<file path="config.mk">
export PLATFORM = sky130hd
export DESIGN_NAME = pq_buffer_ctrl
export DESIGN_NICKNAME = d
export VERILOG_FILES = /design/src/rtl/pq_buffer_ctrl.sv
export SDC_FILE = /design/constraint.sdc
export NUM_CORES = 1
export LEC_CHECK = 0
export ABC_AREA = 1
export CORE_ASPECT_RATIO = 0.5
export CORE_MARGIN = 8
export CORE_UTILIZATION = 45
export DETAILED_ROUTE_END_ITERATION = 8
export PLACE_DENSITY = 0.87
export SLEW_MARGIN = 20
export SYNTH_ARGS = -nofsm -noshare
export SYNTH_HDL_FRONTEND = slang
export SYNTH_SLANG_ARGS = --single-unit
export TNS_END_PERCENT = 50
</file>
<file path="constraint.sdc">
create_clock -name clk -period 1.7 [get_ports clk]
set_input_delay 0.34 -clock clk [delete_from_list [all_inputs] [get_ports clk]]
set_output_delay 0.34 -clock clk [all_outputs]
set_load 0.03 [all_outputs]
</file>
<file path="src/rtl/pq_buffer_ctrl.sv">
// Sequencer for the ping-pong buffer: bank swap on tick, full clear on init,
// and a valid/ready scan of the retired bank that zeroes each word behind the read.
module pq_buffer_ctrl #(
    parameter int DATA_WIDTH = 8,
    parameter int ADDR_WIDTH = 4
) (
    input  logic                  clk,
    input  logic                  rst_n,
    input  logic                  init_i,
    input  logic                  tick_i,
    input  logic                  acc_busy_i,
    input  logic                  acc_wr_en_i,
    input  logic [ADDR_WIDTH-1:0] acc_wr_addr_i,
    input  logic [DATA_WIDTH-1:0] acc_din_i,
    output logic                  acc_ready_o,
    output logic                  buf_ctrl_o,
    output logic                  buf_clear_o,
    output logic                  buf_wr_en1_o,
    output logic [ADDR_WIDTH-1:0] buf_wr_addr1_o,
    output logic [DATA_WIDTH-1:0] buf_din1_o,
    output logic                  buf_rd_en2_o,
    output logic [ADDR_WIDTH-1:0] buf_rd_addr2_o,
    output logic                  buf_wr_en2_o,
    output logic [ADDR_WIDTH-1:0] buf_wr_addr2_o,
    output logic [DATA_WIDTH-1:0] buf_din2_o,
    input  logic [DATA_WIDTH-1:0] buf_dout2_i,
    output logic                  out_valid_o,
    input  logic                  out_ready_i,
    output logic [ADDR_WIDTH-1:0] out_addr_o,
    output logic [DATA_WIDTH-1:0] out_data_o,
    output logic                  scan_done_o,
    output logic                  overrun_o
);
    localparam int DEPTH = 2**ADDR_WIDTH;

    localparam logic [1:0] S_IDLE      = 2'd0;
    localparam logic [1:0] S_CLEAR     = 2'd1;
    localparam logic [1:0] S_RUN       = 2'd2;
    localparam logic [1:0] S_SWAP_WAIT = 2'd3;

    logic [1:0]            r_state;
    logic [ADDR_WIDTH-1:0] r_clr_cnt;
    logic [ADDR_WIDTH:0]   r_scan_cnt;
    logic                  r_scan_active;
    logic                  r_inflight;
    logic [ADDR_WIDTH-1:0] r_rd_addr;
    logic                  r_out_valid;
    logic [ADDR_WIDTH-1:0] r_out_addr;
    logic [DATA_WIDTH-1:0] r_out_data;
    logic                  r_scan_done;
    logic                  r_overrun;
    logic                  r_buf_ctrl;

    logic w_run;
    logic w_clear;
    logic w_issue;
    logic w_accept;
    logic w_accept_last;
    logic w_swap;

    assign w_run   = (r_state == S_RUN);
    assign w_clear = (r_state == S_CLEAR);

    // One read at a time, and only when the output register is free or draining now.
    assign w_issue = r_scan_active && (r_scan_cnt < (ADDR_WIDTH+1)'(DEPTH)) && !r_inflight
                     && (!r_out_valid || out_ready_i);
    assign w_accept      = r_out_valid && out_ready_i;
    assign w_accept_last = w_accept && (r_out_addr == ADDR_WIDTH'(DEPTH-1));
    assign w_swap        = (r_state == S_SWAP_WAIT) && !acc_busy_i && !r_scan_active && !r_inflight;

    assign acc_ready_o    = w_run;
    assign buf_ctrl_o     = r_buf_ctrl;
    assign buf_clear_o    = w_clear;
    assign buf_wr_en1_o   = acc_wr_en_i && w_run;
    assign buf_wr_addr1_o = w_clear ? r_clr_cnt : (w_run ? acc_wr_addr_i : '0);
    assign buf_din1_o     = w_run ? acc_din_i : '0;
    assign buf_rd_en2_o   = w_issue;
    assign buf_rd_addr2_o = w_issue ? r_scan_cnt[ADDR_WIDTH-1:0] : '0;
    assign buf_wr_en2_o   = r_inflight;
    assign buf_wr_addr2_o = r_inflight ? r_rd_addr : '0;
    assign buf_din2_o     = '0;
    assign out_valid_o    = r_out_valid;
    assign out_addr_o     = r_out_addr;
    assign out_data_o     = r_out_data;
    assign scan_done_o    = r_scan_done;
    assign overrun_o      = r_overrun;

    always_ff @(posedge clk or negedge rst_n) begin
        if (!rst_n) begin
            r_state    <= S_IDLE;
            r_clr_cnt  <= '0;
            r_overrun  <= 1'b0;
            r_buf_ctrl <= 1'b0;
        end else if (init_i) begin
            r_state   <= S_CLEAR;
            r_clr_cnt <= '0;
            r_overrun <= 1'b0;
        end else begin
            case (r_state)
                S_CLEAR: begin
                    r_clr_cnt <= r_clr_cnt + 1'b1;
                    if (r_clr_cnt == ADDR_WIDTH'(DEPTH-1)) r_state <= S_RUN;
                end
                S_RUN: begin
                    if (tick_i) r_state <= S_SWAP_WAIT;
                end
                S_SWAP_WAIT: begin
                    // Being in SWAP_WAIT is the one pending tick; any further tick is lost.
                    if (tick_i) r_overrun <= 1'b1;
                    if (w_swap) begin
                        r_buf_ctrl <= ~r_buf_ctrl;
                        r_state    <= S_RUN;
                    end
                end
                default: r_state <= S_IDLE;
            endcase
        end
    end

    always_ff @(posedge clk or negedge rst_n) begin
        if (!rst_n) begin
            r_scan_active <= 1'b0;
            r_scan_cnt    <= '0;
            r_inflight    <= 1'b0;
            r_rd_addr     <= '0;
            r_out_valid   <= 1'b0;
            r_out_addr    <= '0;
            r_out_data    <= '0;
            r_scan_done   <= 1'b0;
        end else begin
            r_scan_done <= w_accept_last;
            if (init_i) begin
                r_scan_active <= 1'b0;
                r_inflight    <= 1'b0;
                r_out_valid   <= 1'b0;
            end else begin
                if (w_swap) begin
                    r_scan_active <= 1'b1;
                    r_scan_cnt    <= '0;
                end else if (w_accept_last) begin
                    r_scan_active <= 1'b0;
                end
                if (w_issue) begin
                    r_scan_cnt <= r_scan_cnt + 1'b1;
                    r_rd_addr  <= r_scan_cnt[ADDR_WIDTH-1:0];
                end
                r_inflight <= w_issue;
                if (r_inflight) begin
                    r_out_valid <= 1'b1;
                    r_out_addr  <= r_rd_addr;
                    r_out_data  <= buf_dout2_i;
                end else if (w_accept) begin
                    r_out_valid <= 1'b0;
                end
            end
        end
    end
endmodule

</file>
==> impl_metrics.py <==
metrics = {
    "routing": {
        "drt_iter0_markers": 61,
        "drc": 0,
        "drt-total-wl_mm": 5.03,
        "vias": 1615,
        "vias_per_cell": 4.79,
        "ant_nets": 0,
        "dr.pass1.iters": 4,
        "wl_per_cell_microns": 14.9,
    },
    "pwr": {
        "sw_frac_of_total_pct": 36.2,
        "seq_power_share_pct": 39.3,
        "leakage_nw": 1.48,
        "clkPwrFrac_pct": 21.4,
        "p_int_mw": 1.78,
        "ir_drop_mv": 0.768,
        "power_frac_comb_pct": 39.3,
        "switching_power_mw": 1.01,
        "p_per_area_nw_per_um2": 1040,
    },
    "floorplan": {
        "die_y_microns": 59.6,
        "initial_core_util_pct": 48.4,
        "die-area_sq_um": 6150,
        "core_area_sq_um": 3530,
        "rows": 15,
        "io_pins": 76,
        "die_x_microns": 103,
    },
    "synth": {
        "synth-simple-area-share_pct": 20.6,
        "seq_area_frac_synth_pct": 48.3,
        "synth_top_family_by_area": "simple AND/OR/NAND/NOR gates",
        "netlist_instances": 197,
        "synth_area_sq_um": 1710,
        "synthXorXnorAreaFrac_pct": 1.02,
        "yosys.area.top_type": "dfrtp_1",
        "ys_top_cells_by_area": "dfrtp_1, mux2_4, nand2_1",
        "synth_compound_area_share_pct": 5.56,
        "synth_top_area_share_pct": 48.3,
        "ys.warnings.count": 0,
        "yosys.area_share.adder_pct": 1.46,
        "ys_ff_latch": 33,
        "syn_avg_cell_area_sq_um": 8.68,
        "synth_mux_area_share_pct": 10.1,
        "ys_types": 25,
    },
    "clocking": {
        "cts_tree": "built",
        "cts-root-buf": "clkbuf_8",
        "cts.sinks": 33,
        "clock_path_buffers": 2,
        "cts_inserted_buffers": 5,
        "clk_pin_slew_ns": 0.07,
        "cts_htree_levels": 2,
        "ctsHoldBuffers": 0,
        "clk_latency_ns": 0.28,
    },
    "sta": {
        "setup_viol": 4,
        "final.setup.tns_ns": -0.386,
        "fin_crit_sh_pct": 106,
        "fin_skew_ns": 0.00643,
        "setup_slack_ns": -0.107,
        "hold_viol": 0,
        "timing.fmax_ghz": 0.553,
        "layout_min_cycle_time_ns": 1.81,
        "rsz0062_at_grt": "true",
        "drv_slew": 0,
    },
    "critical_path": {
        "start_kind": "flip-flop",
        "crit_slowest_cell": "dfrtp_2",
        "worstPathCellList": "inv_2, nand2_2, nor2_4, clkinvlp_4, nor2_4, buf_12",
        "cp.arrival_ns": 1.47,
        "startpoint": "buf_wr_en2_o",
        "cp.required_ns": 1.36,
        "r2r_start": "buf_wr_en2_o",
        "slowest_delay_ns": 0.44,
        "r2r_end": "r_rd_addr[1]",
        "critPathBufInv": 3,
        "end_kind": "primary output",
        "cpMostUsedCell": "nor2_4",
        "cp_max_fo": 4,
        "reg2reg_depth": 7,
        "rrSetupSlack_ns": 0.18,
        "path_class": "reg2out",
        "critical-path-top-delay-family": "flip-flops",
    },
    "grt": {
        "grt_pass1_vias": 1554,
        "grt_pass1_wl_mm": 7.60,
        "grt_usage_pct": 15.7,
        "antenna_found_initial": 0,
        "grt_max_degree": 34,
        "overflow": 0,
    },
    "finish": {
        "finish.instance_area_sq_um": 2670,
        "synthToLayoutAreaGrowth_pct": 56.4,
        "fillers": 218,
        "fin_nets": 314,
        "final_layout_size_suffix_gt1_share_pct": 28.0,
        "fin_cells": 337,
        "diodes": 0,
    },
    "placement": {
        "dpl.cell_count": 321,
        "gp_congestion": 0.822,
        "dp_hpwl_mm": 3.77,
        "pre_cts_ws_ns": -0.264,
        "portBuffers": 67,
        "postPlaceCellArea_sq_um": 2510,
    },
    "worst_hold_path": {
        "hp-class": "in2async",
    },
    "run_status": {
        "violations": "negative setup slack",
        "status": "complete, but fails checks",
    },
    "run": {
        "drv_cap": 0,
    },
}
[logic make-up (layout without fill, tap and decap cells)]
logic type,Yosys count,in the layout
AND/OR/NAND/NOR,84,84
other,1,8
XOR/XNOR,2,2
adder cells (fa/ha/maj),2,2
buffers and inverters,47,129
AO/OA/AOI/OAI,16,16
flip-flops,33,33
multiplexers,12,12
[how the worst max path moves through the flow]
stage / endpoint / slack, ns / depth (start not counted)
floorplan: buf_rd_addr2_o[1] / -0.09 / 5
global placement: buf_rd_addr2_o[1] / -0.25 / 8
detailed placement: buf_rd_addr2_o[1] / -0.26 / 8
CTS: buf_rd_addr2_o[0] / -0.18 / 6
global route: buf_rd_addr2_o[0] / -0.18 / 6
finish: buf_rd_addr2_o[0] / -0.11 / 6
[stage by stage]
stage / power [mW] / utilization [%] / hold slack (ns)
final: 2.79 / 75.8 / 0.474
after global routing: 2.91 / 75.8 / 0.504
after CTS: 2.78 / 74.5 / 0.478
after detailed placement: 2.19 / 71.1 / 0.469
after global placement: 2.14 / 71.1 / 0.461
after floorplan: 1.72 / - / 0.0444
[flip-flops by register name (all words and copies together), names as in the netlist]
name,flops
out_data_o,8
r_scan_cnt,5
out_addr_o,4
r_clr_cnt,4
r_rd_addr,4
r_state,2
buf_ctrl_o,1
buf_wr_en2_o,1
out_valid_o,1
overrun_o,1
r_scan_active,1
scan_done_o,1
[layout make-up]
cell class              count  area (sq um)  share of cell area, %
flip-flops and latches     33           830                   31.0
repair buffers             86           818                   30.6
multi-input cells         124           737                   27.6
inverters                  35           135                   5.05
clock buffers               8          90.1                   3.37
well taps                  51          63.8                   2.39
[worst register-to-register path, stage by stage, from the launching register on]
cell and delay [ns]:
dfrtp_2 0.44, buf_4 0.16, buf_4 0.14, buf_4 0.12
a21oi_2 0.12, nand3_1 0.08, buf_4 0.18, o21ai_0 0.20
[power by group through the flow]
stage / combinational [mW] / sequential [mW] / clock (mW)
finish: 1.09 / 1.10 / 0.597
global route: 1.17 / 1.11 / 0.633
CTS: 1.09 / 1.09 / 0.599
detailed placement: 1.08 / 1.10 / 0
global placement: 1.06 / 1.09 / 0
floorplan: 0.427 / 1.29 / 0
[synthesized netlist by cell type (all sizes together)]
cell type  number
nand2          38
nor2           27
o21a            1
dfrtp          33
o21ai          10
nor3            1
mux2           12
ha              2
xnor2           2
nand4           2
o211ai          1
nand3          16
o22ai           1
a21oi           2
conb            1
o211a           1
inv            35
buf            12
[what timing repair did]
action / 4_1_cts / 5_1_grt
buffers inserted: 4 / 4
gates cloned: 0 / 0
pin swaps: 3 / 4
setup endpoints to repair: 14 / 22
hold endpoints to repair: 0 / 0
resized for setup: 11 / 15
[per-layer routing]
metal / track usage [%] / wire (microns) / vias to the layer above
li1: - / - / 770
met1: 17.5 / 1910 / 768
met2: 28.1 / 2540 / 69
met3: 4.57 / 491 / 8
met4: 5.70 / 85 / 0
met5: 0 / 0 / -
[cell usage in the layout, fill, tap and decap left out, types with 2 or more instances in the layout]
| master | instances |
|---|---|
| dlygate4sd2_1 | 5 |
| clkdlybuf4s50_1 | 35 |
| nand4_1 | 2 |
| dfrtp_1 | 30 |
| nand2_1 | 32 |
| clkbuf_8 | 6 |
| clkbuf_1 | 2 |
| clkbuf_2 | 2 |
| xnor2_1 | 2 |
| mux2_4 | 10 |
| dlymetal6s2s_1 | 4 |
| ha_1 | 2 |
| o21ai_0 | 7 |
| nor2_1 | 21 |
| nor2_4 | 5 |
| buf_6 | 3 |
| buf_4 | 32 |
| inv_2 | 4 |
| buf_12 | 4 |
| dfrtp_2 | 3 |
| o21ai_1 | 3 |
| mux2_2 | 2 |
| nand3_1 | 16 |
| conb_1 | 8 |
| inv_1 | 30 |
| nand2_2 | 6 |
No activity file was read; power rests on OpenSTA's default activity.
==> edit 1 (same settings) <==
Reset style: synchronous (`rst_n`), changed in 2 clocked blocks.
--- a/src/rtl/pq_buffer_ctrl.sv
+++ b/src/rtl/pq_buffer_ctrl.sv
@@ -86,5 +86,5 @@
     assign overrun_o      = r_overrun;
 
-    always_ff @(posedge clk or negedge rst_n) begin
+    always_ff @(posedge clk) begin
         if (!rst_n) begin
             r_state    <= S_IDLE;
@@ -118,5 +118,5 @@
     end
 
-    always_ff @(posedge clk or negedge rst_n) begin
+    always_ff @(posedge clk) begin
         if (!rst_n) begin
             r_scan_active <= 1'b0;
Behaviour: differs if rst_n is asserted again (counterexample within 4 cycles, from zero or initial values and one cycle with rst_n low); with rst_n held inactive, the same outputs for 10 cycles.
==> edit 1 against the original RTL <==
- critical path depth is 5 lower
- register-to-register slack improved by 190 ps
- sequential share of layout area decreased by 3.8 points
- wire length fell by 11%
- die area is 3.6% lower
- sequential cell count did not move
- core utilization is 4.8 points lower
- area after synthesis fell by 4.5%
- setup slack improved by 140 ps
- synthesized cell count increased by 16%
- final area is 8.4% lower
- critical path type unchanged
Power is not compared: it rests on default switching activity, and its combinational part moved more than twofold at a synthesized area within 25%.
==> edit 1: results (changes against the original RTL) <==
Cell family with most CP delay - buffers and inverters (was flip-flops)
Vias in the first global route - 1562 (was 1554)
Global-route wire length before repair - 7.07 mm (was 7.60 mm)
Internal power - 0.00113 W
Crit path DAT - 1330 ps (was 1470 ps)
Diodes inserted - 0 (unchanged)
Iter 0 DRT Violations - 41 (was 61)
Fill cells - 283 (was 218)
HPWL after DPL - 3.59 mm (was 3.77 mm)
Seq/Total Area, Yosys - 40.5% (was 48.3%)
Gr usage total - 14.8% (was 15.7%)
Status - complete, no violations (was finished, violations left)
CP peak stage delay - 690 ps (was 440 ps)
Via density - 4.66 (was 4.79)
Final WL - 4.48 mm (was 5.03 mm)
Post-synthesis cell type count - 27 (was 25)
Reg-to-Reg End - r_rd_addr[2] (was r_rd_addr[1])
Largest net degree at the start of global routing - 17 (was 34)
Fraction of registers with async set or reset after synthesis - 0% (was 100%)
Fraction of layout cells with a size suffix above 1 - 22.7% (was 28.0%)
CTS max path bufs - 2 (unchanged)
Top post-synthesis cells by count - nand2_1, nor2_1, dfxtp_1, inv_1, o21ai_0 (was nand2_1, inv_1, dfrtp_1, nor2_1, nand3_1)
Routability cong. - 0.810 (was 0.822)
Crit-path slowest cell - clkdlybuf4s50_1 (was dfrtp_2)
Reg-to-reg setup timing slack - 370 ps (was 180 ps)
Worst hold path type - flip-flop to flip-flop (was primary input to asynchronous set/reset pin)
R2r worst-path depth - 8 (was 7)
FF-to-FF Start - r_scan_active (was buf_wr_en2_o)
Max Clock Skew - 2.44 ps (was 6.43 ps)
CP max FO - 3 (was 4)
Synth Flop Type - dfxtp_1 (was dfrtp_1)
Final net count - 336 (was 314)
Ranking of synthesized cells by area - dfxtp_1, nand2_1, nor2_1 (was dfrtp_1, mux2_4, nand2_1)
==> edit 1: changes by cell type after synthesis, moves of 4 or more <==
cell	change
dfrtp_1	-33
dfxtp_1	+33
nor2_1	+17
a21oi_1	+10
mux2_4	-10
nand2_1	+8
inv_2	+6
nand3_1	-6
inv_1	-5
nor2_4	+5
o21ai_0	+4
==> edit 1: cell type report <==
cell class / instances / area, µm² / area share, %
inverters: 37 / 141 / 5.77
clock buffers: 5 / 68.8 / 2.81
well taps: 51 / 63.8 / 2.60
repair buffers: 76 / 706 / 28.8
clock inverters: 3 / 17.5 / 0.715
flip-flops and latches: 33 / 668 / 27.3
multi-input cells: 154 / 785 / 32.0
==> edit 1: how the worst max path moves through the flow <==
| stage | start | end | slack [ps] | cells past startpoint |
|---|---|---|---|---|
| final | out_addr_o[2] | out_addr_o[2] | 30 | 1 |
| after global routing | out_addr_o[2] | out_addr_o[2] | 0.04 | 1 |
| after CTS | r_state[1] | buf_wr_addr1_o[1] | 4 | 5 |
| after detailed placement | out_ready_i | buf_rd_addr2_o[0] | -110 | 6 |
| after global placement | out_ready_i | buf_rd_addr2_o[0] | -120 | 6 |
| after floorplan | r_state[0] | buf_wr_addr1_o[1] | -130 | 4 |
==> edit 1: kinds of logic (layout without fill, tap and decap cells) <==
| group | Yosys count | in the layout | share of synthesized area [%] |
|---|---|---|---|
| flip-flops | 33 | 33 | 40.5 |
| XOR/XNOR | 1 | 1 | 0.537 |
| other | 1 | 8 | 0.230 |
| AO/OA/AOI/OAI | 33 | 33 | 11.4 |
| buffers and inverters | 49 | 121 | 13.8 |
| adder cells (fa/ha/maj) | 2 | 2 | 1.53 |
| AND/OR/NAND/NOR | 110 | 110 | 32.0 |
==> edit 1: what timing repair did <==
action | 4_1_cts | 5_1_grt
gates cloned | 0 | 0
setup endpoints to repair | 14 | 7
setup buffers | 1 | 2
gates resized for setup | 16 | 10
pin swaps | 2 | 2
==> edit 1: layer usage <==
layer	up-vias	track usage, %	share of wire (%)
met5	-	0	0
met4	0	7.34	2.1
met3	9	5.05	9.6
met2	61	24.6	46
met1	756	16.8	43
li1	847	-	-
==> edit 1: power groups by stage <==
stage	clock network, W	registers, W	logic [W]
global placement	0	0.000797	0.000145
CTS	0.000583	0.000779	0.000147
detailed placement	0	0.000797	0.000147
global route	0.000619	0.000778	0.000159
finish	0.000567	0.000778	0.000148
floorplan	0	0.000796	0.0000819
==> edit 1: per-stage QoR <==
step	worst slack, ps	hold slack (ps)	TNS, ps	area (µm²)	cells
final	34.3	449	0	2450	359
after global routing	0.0395	479	0	2450	359
after CTS	4.08	454	0	2420	357
after detailed placement	-113	443	-364	2320	348
after global placement	-116	442	-220	2320	348
after floorplan	-131	447	-262	1660	236
==> edit 2 (config.mk and constraints unchanged) <==
Without the edit above. `DATA_WIDTH`: 8 -> 7.
--- a/src/rtl/pq_buffer_ctrl.sv
+++ b/src/rtl/pq_buffer_ctrl.sv
@@ -2,5 +2,5 @@
 // and a valid/ready scan of the retired bank that zeroes each word behind the read.
 module pq_buffer_ctrl #(
-    parameter int DATA_WIDTH = 8,
+    parameter int DATA_WIDTH = 7,
     parameter int ADDR_WIDTH = 4
 ) (
Ports: changed (5 resized); port bits go from 76 to 71. No check against the original RTL was run, so the function may have changed too.
==> edit 2 against the original RTL <==
- wire length up 6.6%
- via count increased by 1.2%
- final area up 0.56%
- clock skew down 3.5 ps
- largest power group unchanged
- fmax up 6.5%
- critical endpoint is now buf_rd_addr2_o[3]
- final cell count shrank 1.5%
- sequential cell count decreased by 1
- register-to-register slack got worse by 120 ps
- combinational power fell by 4%
- global-route usage is 0.27 points higher
- setup slack gained 110 ps
- total power rose by 1.3%
- synthesized cell count fell by 3.0%
- area after synthesis shrank 2.6%
==> edit 2: results (changes against the original RTL) <==
Final WL - 5.36 mm (was 5.03 mm)
Max reg flops - 7 (was 8)
Global-route wire length before repair - 7.51 mm (was 7.60 mm)
Achievable clock frequency - 589 MHz (was 553 MHz)
Reg-to-reg setup timing slack - 60 ps (was 180 ps)
Post-synthesis cell type count - 27 (was 25)
HPWL after DPL - 3.58 mm (was 3.77 mm)
Routability cong. - 0.763 (was 0.822)
Crit path DAT - 1360 ps (was 1470 ps)
Clk tree area frac - 4.00% (was 3.37%)
Register area - 803 µm² (was 830 µm²)
IO buf count - 63 (was 67)
Cell Pwr Density - 1050 mW/mm² (was 1040 mW/mm²)
Comb group - 0.00105 W (was 0.00109 W)
Vias in the first global route - 1577 (was 1554)
WL per Instance - 16.1 µm (was 14.9 µm)
PnR Total Power - 0.00282 W (was 0.00279 W)
Status - complete, no violations (was finished, violations left)
Switching Fraction - 35.4% (was 36.2%)
Crit-path slowest cell - dfrtp_1 (was dfrtp_2)
Fill cells - 216 (was 218)
Largest net degree at the start of global routing - 33 (was 34)
Multi-input gate area - 768 µm² (was 737 µm²)
Leakage Power - 1.49 nW (was 1.48 nW)
#MultiIn Comb - 122 (was 124)
Fraction of layout cells with a size suffix above 1 - 31.3% (was 28.0%)
Top post-synthesis cells by count - nand2_1, inv_1, dfrtp_1, nor2_1, nand3_1 (unchanged)
Inverters - 34 (was 35)
Clock tree sinks - 32 (was 33)
R2r worst-path depth - 12 (was 7)
Nonclk buf count - 85 (was 86)
Seq/Total Area, Yosys - 48.1% (was 48.3%)
Fin util - 77.0% (was 75.8%)
Worst hold margin - 451 ps (was 474 ps)
Placed inst area - 0.00239 mm² (was 0.00251 mm²)
Max VDD drop - 523 µV (was 768 µV)
CP peak stage delay - 390 ps (was 440 ps)
Syn Inst Count - 191 (was 197)
Via density - 4.92 (was 4.79)
## edit 2: changes by cell type in the layout (fill, tap and decap cells not counted), moves of 2 or more
cell,delta
buf_4,+3
buf_6,-2
clkbuf_2,-2
clkdlybuf4s50_1,-4
dlygate4sd2_1,+4
inv_4,+2
nand2_1,-3
nand2_2,+2
nand2_4,+2
nand3_1,-3
nand3_2,+3
nor2_1,-2
## edit 2: cell families (layout without fill, tap and decap cells)
group           after synthesis  count (layout)  synth area share (%)
compound gates               16              16                  5.71
xor+xnor                      2               2                  1.05
fa+ha+maj                     2               2                  1.50
buf+inv                      44             127                  12.1
flops                        32              32                  48.1
mux                          11              11                  9.69
other cells                   1               7                 0.225
simple gates                 83              84                  21.6
## edit 2: repair_timing
action,in CTS,in global routing
buffers inserted,9,5
endpoints found under the setup margin,18,23
pin swaps,4,5
gates cloned,0,1
endpoints found under the hold margin,0,0
gates resized for setup,21,18
## edit 2: final timing paths
| kind | endpoint | startpoint |
|---|---|---|
| worst max-delay path | buf_rd_addr2_o[3] | r_scan_cnt[4] |
| worst min-delay path | out_data_o[6] | rst_n |
| worst max register to register | r_scan_cnt[3] | buf_wr_en2_o |
| worst min register to register | buf_ctrl_o | buf_ctrl_o |
| max in group asynchronous | r_state[1] | rst_n |
| min in group clk | buf_ctrl_o | buf_ctrl_o |
## edit 2: layer usage
layer	vias up	part of all wire (%)	wire (µm)	track usage (%)
met5	-	0	0	0
met4	0	1.5	78	5.79
met3	7	8.4	451	5.04
met2	71	52	2770	30.5
met1	797	38	2050	16.1
li1	759	-	-	-
